==> config.mk <==
export PLATFORM = sky130hd
export DESIGN_NAME = mux_nto1_rr
export DESIGN_NICKNAME = d
export VERILOG_FILES = /design/src/rtl/mux_pkg.sv /design/src/rtl/rr_arbiter.sv /design/src/rtl/mux_nto1_rr.sv
export SDC_FILE = /design/constraint.sdc
export NUM_CORES = 1
export LEC_CHECK = 0
export CAP_MARGIN = 20
export CORE_ASPECT_RATIO = 1.75
export CORE_UTILIZATION = 43
export CTS_BUF_LIST = sky130_fd_sc_hd__clkbuf_4 sky130_fd_sc_hd__clkbuf_8 sky130_fd_sc_hd__clkbuf_16
export DETAILED_ROUTE_END_ITERATION = 8
export PLACE_DENSITY_LB_ADDON = 0.08
export SYNTH_ARGS = -nofsm -noshare
export SYNTH_HDL_FRONTEND = slang
export SYNTH_HIERARCHICAL = 1
export SYNTH_SLANG_ARGS = --single-unit
==> constraint.sdc <==
create_clock -name clk -period 7 [get_ports clk]
set_input_delay 2.1 -clock clk [delete_from_list [all_inputs] [get_ports clk]]
set_output_delay 2.1 -clock clk [all_outputs]
set_load 0.01 [all_outputs]
==> src/rtl/mux_pkg.sv <==
// Shared constants and round-robin helper for the N:1 registered multiplexer.
package mux_pkg;

    localparam logic MODE_SEL = 1'b0;
    localparam logic MODE_RR  = 1'b1;

    localparam int MUX_N_DEFAULT  = 4;
    localparam int MUX_W_DEFAULT  = 8;
    localparam int MUX_CW_DEFAULT = 16;

    // Successor of idx in a cyclic 0..n-1 ring.
    function automatic int unsigned rr_next(input int unsigned idx, input int unsigned n);
        return ((idx + 32'd1) >= n) ? 32'd0 : (idx + 32'd1);
    endfunction

endpackage

==> src/rtl/rr_arbiter.sv <==
// Round-robin arbiter: first requester found searching cyclically after last_grant.
module rr_arbiter
    import mux_pkg::*;
#(
    parameter int N = MUX_N_DEFAULT,
    localparam int SW = $clog2(N)
) (
    input  logic [N-1:0]  req,
    input  logic [SW-1:0] last_grant,
    output logic          grant_valid,
    output logic [SW-1:0] grant_idx
);

    // Cyclic priority search starting one past the previous winner.
    always_comb begin : search
        int unsigned cand;
        logic        hit;
        grant_valid = 1'b0;
        grant_idx   = '0;
        cand        = 32'(last_grant);
        hit         = 1'b0;
        for (int k = 0; k < N; k++) begin
            cand        = rr_next(cand, N);
            hit         = req[cand] & ~grant_valid;
            grant_idx   = hit ? SW'(cand) : grant_idx;
            grant_valid = grant_valid | hit;
        end
    end

endmodule

==> src/rtl/mux_nto1_rr.sv <==
// N-channel W-bit registered mux with valid/ready, explicit-select or round-robin.
// Define MUX_GRANT_CNT_EN to add saturating per-channel grant counters on grant_cnt.
module mux_nto1_rr
    import mux_pkg::*;
#(
    parameter int N  = MUX_N_DEFAULT,
    parameter int W  = MUX_W_DEFAULT
`ifdef MUX_GRANT_CNT_EN
    ,
    parameter int CW = MUX_CW_DEFAULT
`endif
) (
    input  logic                    clk,
    input  logic                    rst,
    input  logic [N*W-1:0]          data_in,
    input  logic [N-1:0]            in_valid,
    output logic [N-1:0]            in_ready,
    input  logic                    mode,
    input  logic [$clog2(N)-1:0]    sel,
    output logic [W-1:0]            out_data,
    output logic                    out_valid,
    input  logic                    out_ready
`ifdef MUX_GRANT_CNT_EN
    ,
    output logic [N*CW-1:0]         grant_cnt
`endif
);

    localparam int SW = $clog2(N);
    localparam int NP = 1 << SW;
    localparam logic [SW-1:0] LAST_RST = SW'(N - 1);

    logic [W-1:0]  out_data_q, out_data_d;
    logic          out_valid_q, out_valid_d;
    logic [SW-1:0] last_grant_q, last_grant_d;

    logic          load_s;
    logic          transfer_s;
    logic          grant_valid_s;
    logic [SW-1:0] grant_idx_s;
    logic          rr_valid_s;
    logic [SW-1:0] rr_idx_s;
    logic [NP-1:0] valid_ext_s;
    logic [W-1:0]  sel_data_s;

    rr_arbiter #(.N(N)) u_rr_arbiter (
        .req         (in_valid),
        .last_grant  (last_grant_q),
        .grant_valid (rr_valid_s),
        .grant_idx   (rr_idx_s)
    );

    // Grant selection, handshake and next-state for the output stage.
    always_comb begin
        // Out-of-range select indices land on zero-padded valid bits and never grant.
        valid_ext_s        = '0;
        valid_ext_s[N-1:0] = in_valid;

        case (mode)
            MODE_SEL: begin
                grant_valid_s = valid_ext_s[sel];
                grant_idx_s   = sel;
            end
            MODE_RR: begin
                grant_valid_s = rr_valid_s;
                grant_idx_s   = rr_idx_s;
            end
            default: begin
                grant_valid_s = 1'b0;
                grant_idx_s   = '0;
            end
        endcase

        load_s     = ~out_valid_q | out_ready;
        transfer_s = load_s & grant_valid_s;

        in_ready = '0;
        if (transfer_s) begin
            in_ready[grant_idx_s] = 1'b1;
        end else begin
            in_ready = '0;
        end

        sel_data_s = '0;
        for (int i = 0; i < N; i++) begin
            sel_data_s = (grant_idx_s == SW'(i)) ? data_in[i*W +: W] : sel_data_s;
        end

        out_data_d   = out_data_q;
        out_valid_d  = out_valid_q;
        last_grant_d = last_grant_q;
        if (load_s) begin
            out_valid_d = grant_valid_s;
            if (grant_valid_s) begin
                out_data_d   = sel_data_s;
                last_grant_d = grant_idx_s;
            end else begin
                out_data_d   = out_data_q;
                last_grant_d = last_grant_q;
            end
        end else begin
            out_valid_d = out_valid_q;
        end
    end

    // Output register and arbitration history.
    always_ff @(posedge clk) begin
        if (rst) begin
            out_data_q   <= '0;
            out_valid_q  <= 1'b0;
            last_grant_q <= LAST_RST;
        end else begin
            out_data_q   <= out_data_d;
            out_valid_q  <= out_valid_d;
            last_grant_q <= last_grant_d;
        end
    end

    assign out_data  = out_data_q;
    assign out_valid = out_valid_q;

`ifdef MUX_GRANT_CNT_EN
    logic [CW-1:0] cnt_q [N];
    logic [CW-1:0] cnt_d [N];

    // Saturating per-channel transfer counters.
    always_comb begin
        for (int i = 0; i < N; i++) begin
            if (transfer_s && (grant_idx_s == SW'(i)) && (cnt_q[i] != {CW{1'b1}})) begin
                cnt_d[i] = cnt_q[i] + CW'(1);
            end else begin
                cnt_d[i] = cnt_q[i];
            end
        end
    end

    // Counter storage.
    always_ff @(posedge clk) begin
        if (rst) begin
            for (int i = 0; i < N; i++) begin
                cnt_q[i] <= '0;
            end
        end else begin
            for (int i = 0; i < N; i++) begin
                cnt_q[i] <= cnt_d[i];
            end
        end
    end

    // Flatten counters onto the output bus.
    always_comb begin
        grant_cnt = '0;
        for (int i = 0; i < N; i++) begin
            grant_cnt[i*CW +: CW] = cnt_q[i];
        end
    end
`endif

endmodule

==> results of run 1 <==
==> metal layers <==
layer / global-route usage, % / routed length (um) / up-vias
met2: 51.61 / 1967 / 53
met1: 22.54 / 1125 / 566
met3: 2.885 / 174 / 5
met5: 0 / 0 / -
li1: - / - / 578
met4: 7.759 / 35 / 0
==> power breakdown <==
group	internal (mW)	switching (mW)	total, mW	leakage, nW
Clock	0.0437	0.0222	0.0658	0.0262
Sequential	0.0730	0.00757	0.0806	0.0912
Combinational	0.0961	0.0796	0.176	0.557
==> flip-flops by register name, indices dropped and copies added (netlist names) <==
signal and flops:
out_valid 1, out_data 8, last_grant_q 2
==> stage by stage <==
step / instances / setup slack, ns / hold slack, ns / utilization (%)
after floorplan: 118 / 1.137 / 0.4984 / -
after global placement: 194 / 0.2898 / 0.4658 / 70.31
after detailed placement: 194 / 0.2461 / 0.4721 / 70.31
after CTS: 198 / 0.2298 / 0.4882 / 72.38
after global routing: 198 / 0.05114 / 0.5001 / 72.38
final: 198 / 0.1232 / 0.4837 / 72.38
==> cell families (layout without fill, tap and decap cells) <==
family / Yosys count / after routing / share of synthesized area, %
buffers and inverters: 13 / 68 / 5.828
DFF: 11 / 11 / 20.11
AOI/OAI and AO/OA: 42 / 42 / 24.69
muxes: 15 / 15 / 26.86
adders and majority gates: 5 / 5 / 5.714
and+or+nand+nor: 32 / 32 / 16.80
==> Yosys cell counts, drive strengths merged (2+ instances only) <==
| cell | instances | area, um^2 |
|---|---|---|
| ha | 5 | 62.56 |
| dfxtp | 11 | 220.2 |
| o211ai | 4 | 35.03 |
| buf | 6 | 36.28 |
| nor3 | 6 | 30.03 |
| nor2b | 2 | 12.51 |
| mux2i | 5 | 50.05 |
| nand3 | 9 | 45.04 |
| nor2 | 4 | 15.01 |
| mux4 | 9 | 232.7 |
| or3 | 2 | 13.77 |
| a21oi | 11 | 55.05 |
| a21o | 2 | 15.01 |
| clkbuf | 2 | 8.750 |
| o21ai | 15 | 75.07 |
| inv | 5 | 18.77 |
| nand2b | 2 | 12.51 |
==> cell type report <==
type / instances / share of cell area (%)
clock buffers: 4 / 2.857
inverters: 5 / 1.099
multi-input cells: 94 / 47.47
flip-flops and latches: 11 / 12.89
well taps: 25 / 1.831
repair buffers: 59 / 33.85
==> how the worst max path moves through the flow <==
stage	slack, ns	endpoint	cells past startpoint	startpoint
after floorplan	1.14	in_ready[2]	8	in_valid[2]
after global placement	0.29	in_ready[2]	10	in_valid[2]
after detailed placement	0.25	in_ready[0]	8	in_valid[2]
after CTS	0.23	in_ready[0]	8	in_valid[2]
after global routing	0.05	in_ready[1]	8	in_valid[0]
final	0.12	in_ready[0]	8	in_valid[0]
==> tightest hold or removal path, cell delays in order, from the launching register on <==
cell and delay (ns):
sky130_fd_sc_hd__dfxtp_1 0.30, sky130_fd_sc_hd__o21ai_0 0.07, sky130_fd_sc_hd__a21oi_1 0.06
==> summary by stage, run 1 <==
Finish
The finished layout cell area is 1708 um^2. Compared with the post-synthesis result, the final layout area differs by 56.00%. The number of antenna diodes in the final layout is 0. The number of nets in the finished design is 221. Fill cells in the final layout number 183. In the final layout, flip-flops and latches occupy 220.2 um^2.

In the final layout, the share of cells above drive strength 1 is 10.98%. In the layout the commonest cells are sky130_fd_sc_hd__clkdlybuf4s50_1 (54), sky130_fd_sc_hd__o21ai_0 (15), sky130_fd_sc_hd__a21oi_1 (11), sky130_fd_sc_hd__dfxtp_1 (11), sky130_fd_sc_hd__nand3_1 (9). Summing all multi-input logic gate instances after layout gives 810.8 um^2. The library cell used most frequently in the layout, excluding fill and tap cells, is sky130_fd_sc_hd__clkdlybuf4s50_1.

Power and ir drop
Dividing total power by cell area gives a power density of 188.6 nW/um^2. Total power for the finished layout comes to 0.3221 mW. The worst IR drop on VDD is 0.1077 mV. Summed over all cells, the static leakage comes to 0.6743 nW.

Clocking
The number of hold buffers added after cts is 0. In this run the number of H-tree levels came out at 1. The number of gates resized after CTS was 0. The clock-pin slew on the worst setup and hold paths is 0.04 ns.

The number of sinks handled by clock tree synthesis is 11. In this run, CTS created clock tree buffers numbering 3. The latest clock arrival within the worst-skew pair is 0.24 ns. The post-CTS repair timing setup buffer count is 0. The clock passes through at most 2 buffers. CTS placed an instance of sky130_fd_sc_hd__clkbuf_8 at the clock tree root.

The clock tree from TritonCTS is built.

Run status
The run finished with clean final reports.

STA
The top achievable clock speed is 145.4 MHz. For the final database, setup skew stands at 0.002377 ns. For the finished layout, the period the worst path requires is 6.877 ns. The number of pins exceeding their max-slew limit in the final report is 0. For the pin with the worst max-slew slack, the measured transition is 0.7372 ns. Setup violations remaining at the end of the flow were counted as 0. Headroom to the max-slew limit came out at 49.45%. Setup repair after global routing left no endpoint under its margin. Of the available clock period, the critical path in the final layout requires 98.24%. The count of endpoints failing hold in the final timing report is 0. Summed over all failing endpoints, the final setup total negative slack is 0 ns.

Global route
The first global-routing pass estimated 4671 um of wire. The number of global-route vias before repair was 1129. The remaining global-route overflow is 0.

The initial antenna violation count is 0. Entering global routing, the biggest net connects 14 pins. Global routing used 25.06% of the available tracks.

Yosys
The synthesized area divided by synthesized cell count is 9.278 um^2. The share of the Yosys chip area taken by registers is 20.11%. In this run, synthesis produced a sequential element count of 11. The predominant post-synthesis flop cell is sky130_fd_sc_hd__dfxtp_1. Synthesis produced a netlist whose cell count is 118. The unique cell type count in the Yosys netlist is 40.

The net count of the mapped netlist is 165. The number of warnings issued by yosys is 6. The number of flops mapped to enable cells by yosys is 0.

The mapped netlist covers 1095 um^2. The async set or reset register ratio after synthesis is 0%.

Drt
The first TritonRoute pass finished after 4 iterations. The post-detailed-route DRC marker count is 0. The total via count after detailed routing is 1202. The number of antenna-violating nets in the routed design is 0. Using the TritonRoute via totals, the vias-per-cell ratio works out to 6.071.

The final layout contains routed wiring with a total length of 3302 um. Dividing the detail-routed wire length by the instance count gives 16.68 um. The initial DRC count is 41.

Min path
The terminating pin of the worst hold path is out_data[6]. The worst hold path begins at out_data[6]. Along the worst hold path, the cell count comes to 2. The worst hold path class is flip-flop to flip-flop.

Setup path
Together, buffers and inverters on the worst path number 2. The critical path is of the primary input to output pin type. The worst setup path is launched from a primary input. The slowest library cell on the worst path is sky130_fd_sc_hd__clkdlybuf4s50_1. The startpoint of the worst-slack reg-to-reg timing path is last_grant_q[0]. The arrival time of the worst setup path is 4.78 ns.

Data on the critical path is required at its endpoint by 4.90 ns. Measured in cells, the most critical reg-to-reg path has a length of 11. In this run the worst path has a maximum fanout of 12. The dominant delay contributor by cell family on the critical path is buffers and inverters. The type of destination of the critical path is an output pin. For this run, the slowest stage of the critical path takes 0.56 ns.

The capture instance of the worst register-to-register path is out_data[0]. In this design, the critical path's most frequently occurring cell is sky130_fd_sc_hd__clkdlybuf4s50_1. The internal reg-to-reg setup slack is 3.82 ns. The signal on the critical path passes through clkdlybuf4s50_1, nor3_1, nand2b_1, a211oi_1, o2bb2ai_1, mux2_2, and4_2, clkdlybuf4s50_1.

Placement
Port buffering added 54 buffers. The final weighted congestion in routability-driven placement is 0.8280. The placed instances occupy a cell area of 1659 um^2. Detailed placement ended at an HPWL of 2579 um.

Floorplanning
The floorplan step defined a die boundary enclosing 2760 um^2. After floorplanning, the core was sized to cover 2360 um^2. Pin placement for this block handled 55 I/O pins. The starting utilization of the core area is 46.39%. The die boundary height is 68.75 um. The die boundary width is 40.14 um. The number of rows in the core area is 23.

Flow run
Max-cap violations in this run came to 0.
Power figures use the tool's default switching activity.
==> run 2, diff against run 1 <==
--- a/config.mk
+++ b/config.mk
@@ -8,7 +8,7 @@
 export CAP_MARGIN = 20
 export CORE_ASPECT_RATIO = 1.75
 export CORE_UTILIZATION = 43
-export CTS_BUF_LIST = sky130_fd_sc_hd__clkbuf_4 sky130_fd_sc_hd__clkbuf_8 sky130_fd_sc_hd__clkbuf_16
+export CTS_BUF_LIST = sky130_fd_sc_hd__clkbuf_16
 export DETAILED_ROUTE_END_ITERATION = 8
 export PLACE_DENSITY_LB_ADDON = 0.08
 export SYNTH_ARGS = -nofsm -noshare
==> summary by stage, run 2 (same netlist as run 1, synthesis figures left out) <==
Setup path
The capture instance of the worst register-to-register path is out_data[0]. The largest driver fanout on the critical path is 12 (unchanged). The critical path goes through clkdlybuf4s50_1, nor3_1, nand2b_1, a211oi_1, o2bb2ai_1, mux2_2, and4_2, clkdlybuf4s50_1.

The dominant delay contributor by cell family on the critical path is buffers and inverters. The endpoint required time on the critical path is 4.90 ns (about the same). The internal reg-to-reg setup slack is 3.80 ns (-0.02 ns). The startpoint of the worst-slack reg-to-reg timing path is last_grant_q[0]. The start-to-end type of the worst setup path is primary input to output pin.

The buffers plus inverters on the worst setup path is 2 (unchanged). The maximum cell stage delay along the critical path is 0.56 ns (about the same). STA classifies the critical path startpoint as a primary input. The slowest library cell on the worst path is sky130_fd_sc_hd__clkdlybuf4s50_1.

The count of cells along the worst register-to-register path was 11 (unchanged). The worst setup path is captured at an output pin. The arrival time of the worst setup path came to 4.76 ns (-0.02 ns). The cell seen most often among critical-path stages is sky130_fd_sc_hd__clkdlybuf4s50_1.

Placement
The setup slack at placement is 0.2461 ns (unchanged). The final weighted congestion in routability-driven placement was 0.8280 (unchanged). The post-detailed-placement half-perimeter wirelength was 2579 um (unchanged). The count of buffers inserted at the top-level ports is 54 (unchanged). The count of placed standard cells including taps is 194 (unchanged).

Clocking
The number of sinks handled by clock tree synthesis is 11 (unchanged). The clock-pin slew on the worst setup and hold paths came to 0.04 ns (about the same). The deepest clock path buffer count is 2 (unchanged). The post-CTS repair timing setup buffer count came to 0 (unchanged). TritonCTS built the clock tree. The tree is rooted in a sky130_fd_sc_hd__clkbuf_16.

The number of cells upsized or downsized after cts is 0 (unchanged). The number of CTS-inserted buffers is 3 (unchanged). The number of hold buffers added after cts is 0 (unchanged). The latest clock arrival within the worst-skew pair was 0.24 ns (about the same). The CTS H-tree depth is 1 (unchanged).

Flow run
The number of max-cap violations is 0 (unchanged).

Drt
The post-detailed-route DRC marker count was 0 (unchanged). The average wire length per cell after detail routing came to 16.76 um (+0.51%). The number of antenna-violating nets in the routed design is 0 (unchanged).

The initial DRC count came to 40 (-2.4%). The number of detailed-route iterations in the first pass is 6 (+2). The total routed wirelength was 3319 um (+0.51%). The total via count after detailed routing came to 1218 (+1.3%). The detailed-route vias per instance is 6.152 (+1.3%).

Finish
The number of cells in the finished layout apart from fillers is 198 (unchanged). The number of flip-flops under the largest register name is 8 (unchanged). The number of nets in the finished design came to 221 (unchanged). The area added between synthesis and finish is 58.74%. The number of inserted filler cells in the final layout is 179 (-2.2%). The leading cell type in the layout, fill and taps excluded is sky130_fd_sc_hd__clkdlybuf4s50_1. The share of layout cells above drive strength 1 is 10.40% (-0.58 points).

The library cells used most frequently in the layout, excluding fill and tap cells, are sky130_fd_sc_hd__clkdlybuf4s50_1 (54), sky130_fd_sc_hd__o21ai_0 (15), sky130_fd_sc_hd__a21oi_1 (11), sky130_fd_sc_hd__dfxtp_1 (11), sky130_fd_sc_hd__nand3_1 (9). The final antenna diode count is 0 (unchanged). The fraction of the core area covered by cells at the end of the flow was 73.65% (+1.3 points).

Floorplanning
The boundary pin count was 55 (unchanged). The area of the die came to 2760 um^2 (unchanged). The number of rows in the core area is 23 (unchanged).

The die boundary width is 40.14 um (unchanged). The starting utilization of the core area was 46.39% (unchanged). The total core area is 2360 um^2 (unchanged).

The die boundary height is 68.75 um (unchanged).

Power and ir drop
The internal power is 0.2441 mW (+15%). The leakage dissipation was 0.6904 nW (+2.4%). The fraction of power spent switching nets is 31.76% (-2.2 points). The ratio of total power to cell area is 205.8 nW/um^2 (+9.1%). The switching power summed over all nets is 0.1136 mW (+3.9%).

The proportion of power drawn by flip-flops and latches is 22.6% (-2.4 points). The share of power burned in combinational logic is 49.1% (-5.4 points). The worst IR drop on VDD is 0.1310 mV (+22%).

The clock network fraction of design power is 28.3% (+7.9 points).

STA
The count of endpoints failing hold in the final timing report came to 0 (unchanged). The final-layout worst hold slack is 0.4845 ns (+0.0008220 ns). The post-layout minimum cycle time was 6.856 ns (-0.02034 ns). The final worst slack is 0.1436 ns (+0.02035 ns). The fraction of the cycle the final worst path needs is 97.95% (-0.29 points). The top achievable clock speed is 145.8 MHz (+0.30%).

The number of pins exceeding their max-slew limit in the final report is 0 (unchanged). Setup repair after global routing left no endpoint under its margin. The final setup skew came to 0.003126 ns (+0.0007498 ns). The number of setup violations in the final report is 0 (unchanged). The transition time at the pin with the least slew margin is 0.6964 ns (-0.04074 ns). The max-slew headroom at the worst pin was 52.24% (+2.8 points).

The final sum of negative setup slack is 0 ns (unchanged).

Global route
The number of global-route vias before repair is 1159 (+2.7%). The total routing usage reported by global routing is 25.62% (+0.56 points). The initial antenna violation count is 0 (unchanged). The maximum number of pins on one net before global-route repair is 14 (unchanged). The wire length of the first global-routing pass was 4740 um (+1.5%). The remaining global-route overflow is 0 (unchanged).

Min path
The hold-critical path depth is 2 (unchanged). The worst hold path begins at out_data[6]. The worst hold path class is flip-flop to flip-flop. For hold timing, the worst endpoint is out_data[6].

Run status
The run finished with clean final reports.
[run 2: cell count changes in the layout (fill, tap and decap cells not counted)]
cell	before	now
sky130_fd_sc_hd__clkbuf_16	0	3
sky130_fd_sc_hd__clkbuf_8	3	0
sky130_fd_sc_hd__clkbuf_4	1	0
sky130_fd_sc_hd__inv_1	5	6
[run 2: power by group through the flow]
stage                     sequential, mW  clock (mW)  combinational (mW)
after floorplan                   0.0838           0              0.0998
after detailed placement          0.0813           0               0.174
after CTS                         0.0807       0.102               0.174
final                             0.0808       0.101               0.176
after global placement            0.0809           0               0.170
after global routing              0.0818       0.107               0.188
[run 2: worst max path at each step]
stage                start          end  cells past startpoint
6_report       in_valid[0]  in_ready[0]                      8
5_1_grt        in_valid[0]  in_ready[1]                      8
4_1_cts        in_valid[2]  in_ready[0]                      8
3_5_place_dp   in_valid[2]  in_ready[0]                      8
3_3_place_gp   in_valid[2]  in_ready[2]                     10
2_1_floorplan  in_valid[2]  in_ready[2]                      8
[run 2: routing by layer]
layer	vias to the layer above	global-route usage, %	wire length [um]
met1	565	22.09	1147
met3	12	4.167	179
met4	0	10.34	73
met2	63	51.81	1918
met5	-	0	0
li1	578	-	-
[run 2: worst min-delay path, stage by stage (launching register included)]
cell	delay, ns
sky130_fd_sc_hd__dfxtp_1	0.30
sky130_fd_sc_hd__o21ai_0	0.07
sky130_fd_sc_hd__a21oi_1	0.07
[run 2: final cells by class]
cell class	instances	area, um^2	share of cell area [%]
sequential	11	220.2	12.67
multi-input combinational	94	810.8	46.65
timing repair buffer	59	578.1	33.26
clock buffer	3	75.07	4.320
clock inverter	1	3.754	0.2160
tap	25	31.28	1.800
inverter	5	18.77	1.080
[run 2: per-stage QoR]
stage	power, mW	area (um^2)
5_1_grt	0.3765	1738
3_5_place_dp	0.2549	1659
6_report	0.3577	1738
3_3_place_gp	0.2504	1659
4_1_cts	0.3570	1738
2_1_floorplan	0.1836	1095
==> run 3, diff against run 2 <==
--- a/config.mk
+++ b/config.mk
@@ -11,6 +11,7 @@
 export CTS_BUF_LIST = sky130_fd_sc_hd__clkbuf_16
 export DETAILED_ROUTE_END_ITERATION = 8
 export PLACE_DENSITY_LB_ADDON = 0.08
+export SETUP_SLACK_MARGIN = 0.5
 export SYNTH_ARGS = -nofsm -noshare
 export SYNTH_HDL_FRONTEND = slang
 export SYNTH_HIERARCHICAL = 1
==> summary by stage, run 3 (same netlist as run 1, synthesis figures left out) <==
STA
The post-layout minimum cycle time is 6.486 ns (-0.3702 ns). The number of setup violations in the final report came to 0 (unchanged). The max-slew headroom at the worst pin came to 52.05% (-0.19 points). The transition time at the pin with the least slew margin came to 0.6992 ns (+0.002787 ns).

The top achievable clock speed is 154.2 MHz (+5.7%). The final sum of negative setup slack is 0 ns (unchanged). The number of pins exceeding their max-slew limit in the final report came to 0 (unchanged). The count of endpoints failing hold in the final timing report is 0 (unchanged). The fraction of the cycle the final worst path needs was 92.66% (-5.3 points). Setup repair after global routing could not meet its margin everywhere. The final setup skew is 0.002380 ns (-0.0007464 ns).

Floorplanning
The area of the die was 2760 um^2 (unchanged). The die boundary height came to 68.75 um (unchanged). The total core area is 2360 um^2 (unchanged). The number of rows in the core area is 23 (unchanged).

The die boundary width is 40.14 um (unchanged). The starting utilization of the core area is 46.39% (unchanged). The boundary pin count is 55 (unchanged).

Setup path
The largest driver fanout on the critical path came to 11 (-1). The launching element type of the critical path is a primary input. The endpoint required time on the critical path is 4.90 ns (about the same). The type of destination of the critical path is an output pin.

The cell family contributing the most delay on the critical path is buffers and inverters. The worst setup path is of the primary input to output pin kind. The arrival time of the worst setup path was 4.39 ns (-0.37 ns).

The internal reg-to-reg setup slack is 3.71 ns (-0.09 ns). The buffers plus inverters on the worst setup path was 3 (+1). The maximum cell stage delay along the critical path is 0.51 ns (-0.05 ns). The signal on the critical path passes through clkdlybuf4s50_1, buf_4, or3_2, a211oi_2, o2bb2ai_1, mux2_4, and4_2, dlygate4sd2_1. The slowest library cell on the worst path is sky130_fd_sc_hd__or3_2.

Clocking
The clock-pin slew on the worst setup and hold paths is 0.04 ns (about the same). The number of CTS-inserted buffers is 3 (unchanged). The deepest clock path buffer count is 2 (unchanged). The CTS H-tree depth was 1 (unchanged). The number of hold buffers added after cts is 0 (unchanged). The clock tree from TritonCTS is built. The root cell of the clock tree is sky130_fd_sc_hd__clkbuf_16. The number of sinks handled by clock tree synthesis is 11 (unchanged).

The latest clock arrival within the worst-skew pair is 0.24 ns (about the same).

Global route
The maximum number of pins on one net before global-route repair is 14 (unchanged). The number of global-route vias before repair is 1191 (+2.8%). The total routing usage reported by global routing came to 26.00% (+0.38 points). The initial antenna violation count was 0 (unchanged). The remaining global-route overflow is 0 (unchanged). The wire length of the first global-routing pass came to 4836 um (+2.0%).

Finish
The number of nets in the finished design is 226 (+2.3%). The library cell used most frequently in the layout, excluding fill and tap cells, is sky130_fd_sc_hd__clkdlybuf4s50_1. Leaving out fill and tap cells, the most frequent cells in the layout are sky130_fd_sc_hd__clkdlybuf4s50_1 (48), sky130_fd_sc_hd__o21ai_0 (15), sky130_fd_sc_hd__a21oi_1 (11), sky130_fd_sc_hd__dfxtp_1 (11), sky130_fd_sc_hd__buf_4 (10). The share of layout cells above drive strength 1 came to 14.61% (+4.2 points). The final antenna diode count is 0 (unchanged). Compared with the post-synthesis result, the final layout area differs by 62.74%. The number of flip-flops under the largest register name is 8 (unchanged). The area of combinational cells with multiple inputs is 824.5 um^2 (+1.7%). The number of inserted filler cells in the final layout is 172 (-3.9%). The area occupied by registers was 220.2 um^2 (unchanged). The fraction of the core area covered by cells at the end of the flow is 75.50% (+1.9 points).

Power and ir drop
The ratio of total power to cell area is 205.5 nW/um^2 (-0.16%). The worst IR drop on VDD is 0.1327 mV (+1.3%). The leakage dissipation was 0.7433 nW (+7.7%).

Drt
The total via count after detailed routing is 1240 (+1.8%). The total routed wirelength is 3424 um (+3.2%). The routed metal-1 wire length came to 1154 um (+0.61%).

The detailed-route vias per instance is 6.108 (-0.70%). The number of antenna-violating nets in the routed design is 0 (unchanged). The average wire length per cell after detail routing is 16.87 um (+0.62%). The initial DRC count is 42 (+5.0%). The number of detailed-route iterations in the first pass is 4 (-2). The post-detailed-route DRC marker count is 0 (unchanged). The routed length on met2 is 2009 um (+4.7%). The total length of routed met3 wires was 177 um (-1.1%). After detailed routing, no signal wire sits above met4.

Placement
The count of buffers inserted at the top-level ports is 54 (unchanged). The final weighted congestion in routability-driven placement is 0.8280 (unchanged). The post-detailed-placement half-perimeter wirelength is 2579 um (unchanged).

Run status
The flow ran to the end, and the final reports show no timing, DRC or antenna violations.

Flow run
The number of max-cap violations was 0 (unchanged).

Min path
The worst hold path class is flip-flop to flip-flop.
==> run 3: power by group <==
group          switching [mW]  internal [mW]
clock                  0.0272         0.0748
combinational          0.0825          0.100
sequential            0.00793         0.0732
total                   0.118          0.248
==> run 3: timing repair <==
item,CTS,global route
setup endpoints to repair,4,4
gates resized for setup,7,4
setup buffers,4,1
==> run 3: final cells by class <==
type                    instances  area share, %
repair buffers                 64          34.13
inverters                       5          1.053
flip-flops and latches         11          12.36
well taps                      25          1.756
multi-input cells              94          46.28
clock inverters                 1         0.2107
clock buffers                   3          4.213
==> run 3: path summary, 6_finish.rpt <==
path                            cells after the start       startpoint          end
worst min register to register                      2      out_data[4]  out_data[4]
worst min-delay path                                2      out_data[4]  out_data[4]
worst max-delay path                                8      in_valid[2]  in_ready[0]
worst max register to register                     12  last_grant_q[0]  out_data[0]
==> run 3: stage by stage <==
step           std cells  power [mW]  hold slack, ns  setup WS [ns]  cell area (um^2)
4_1_cts              202      0.3617          0.4873         0.5315              1770
6_report             203      0.3661          0.4816         0.5138              1782
5_1_grt              203      0.3835          0.4988         0.4704              1782
3_3_place_gp         194      0.2504          0.4658         0.2898              1659
3_5_place_dp         194      0.2549          0.4721         0.2461              1659
2_1_floorplan        118      0.1836          0.4984          1.137              1095
==> run 3: per-layer routing <==
layer | global-route usage (%) | vias up
li1 | - | 587
met1 | 22.09 | 581
met2 | 53.02 | 62
met3 | 3.526 | 10
met4 | 11.21 | 0
met5 | 0 | -
==> run 3: worst register-to-register path: stages, from the launching register on <==
cell                       delay, ns
sky130_fd_sc_hd__dfxtp_1        0.54
sky130_fd_sc_hd__inv_1          0.15
sky130_fd_sc_hd__ha_1           0.49
sky130_fd_sc_hd__mux2i_1        0.28
sky130_fd_sc_hd__and3_2         0.21
sky130_fd_sc_hd__a311oi_1       0.05
sky130_fd_sc_hd__a211o_1        0.25
sky130_fd_sc_hd__mux2i_1        0.13
sky130_fd_sc_hd__buf_4          0.17
sky130_fd_sc_hd__buf_4          0.13
sky130_fd_sc_hd__mux4_1         0.56
sky130_fd_sc_hd__nand3_1        0.12
sky130_fd_sc_hd__a21oi_1        0.09
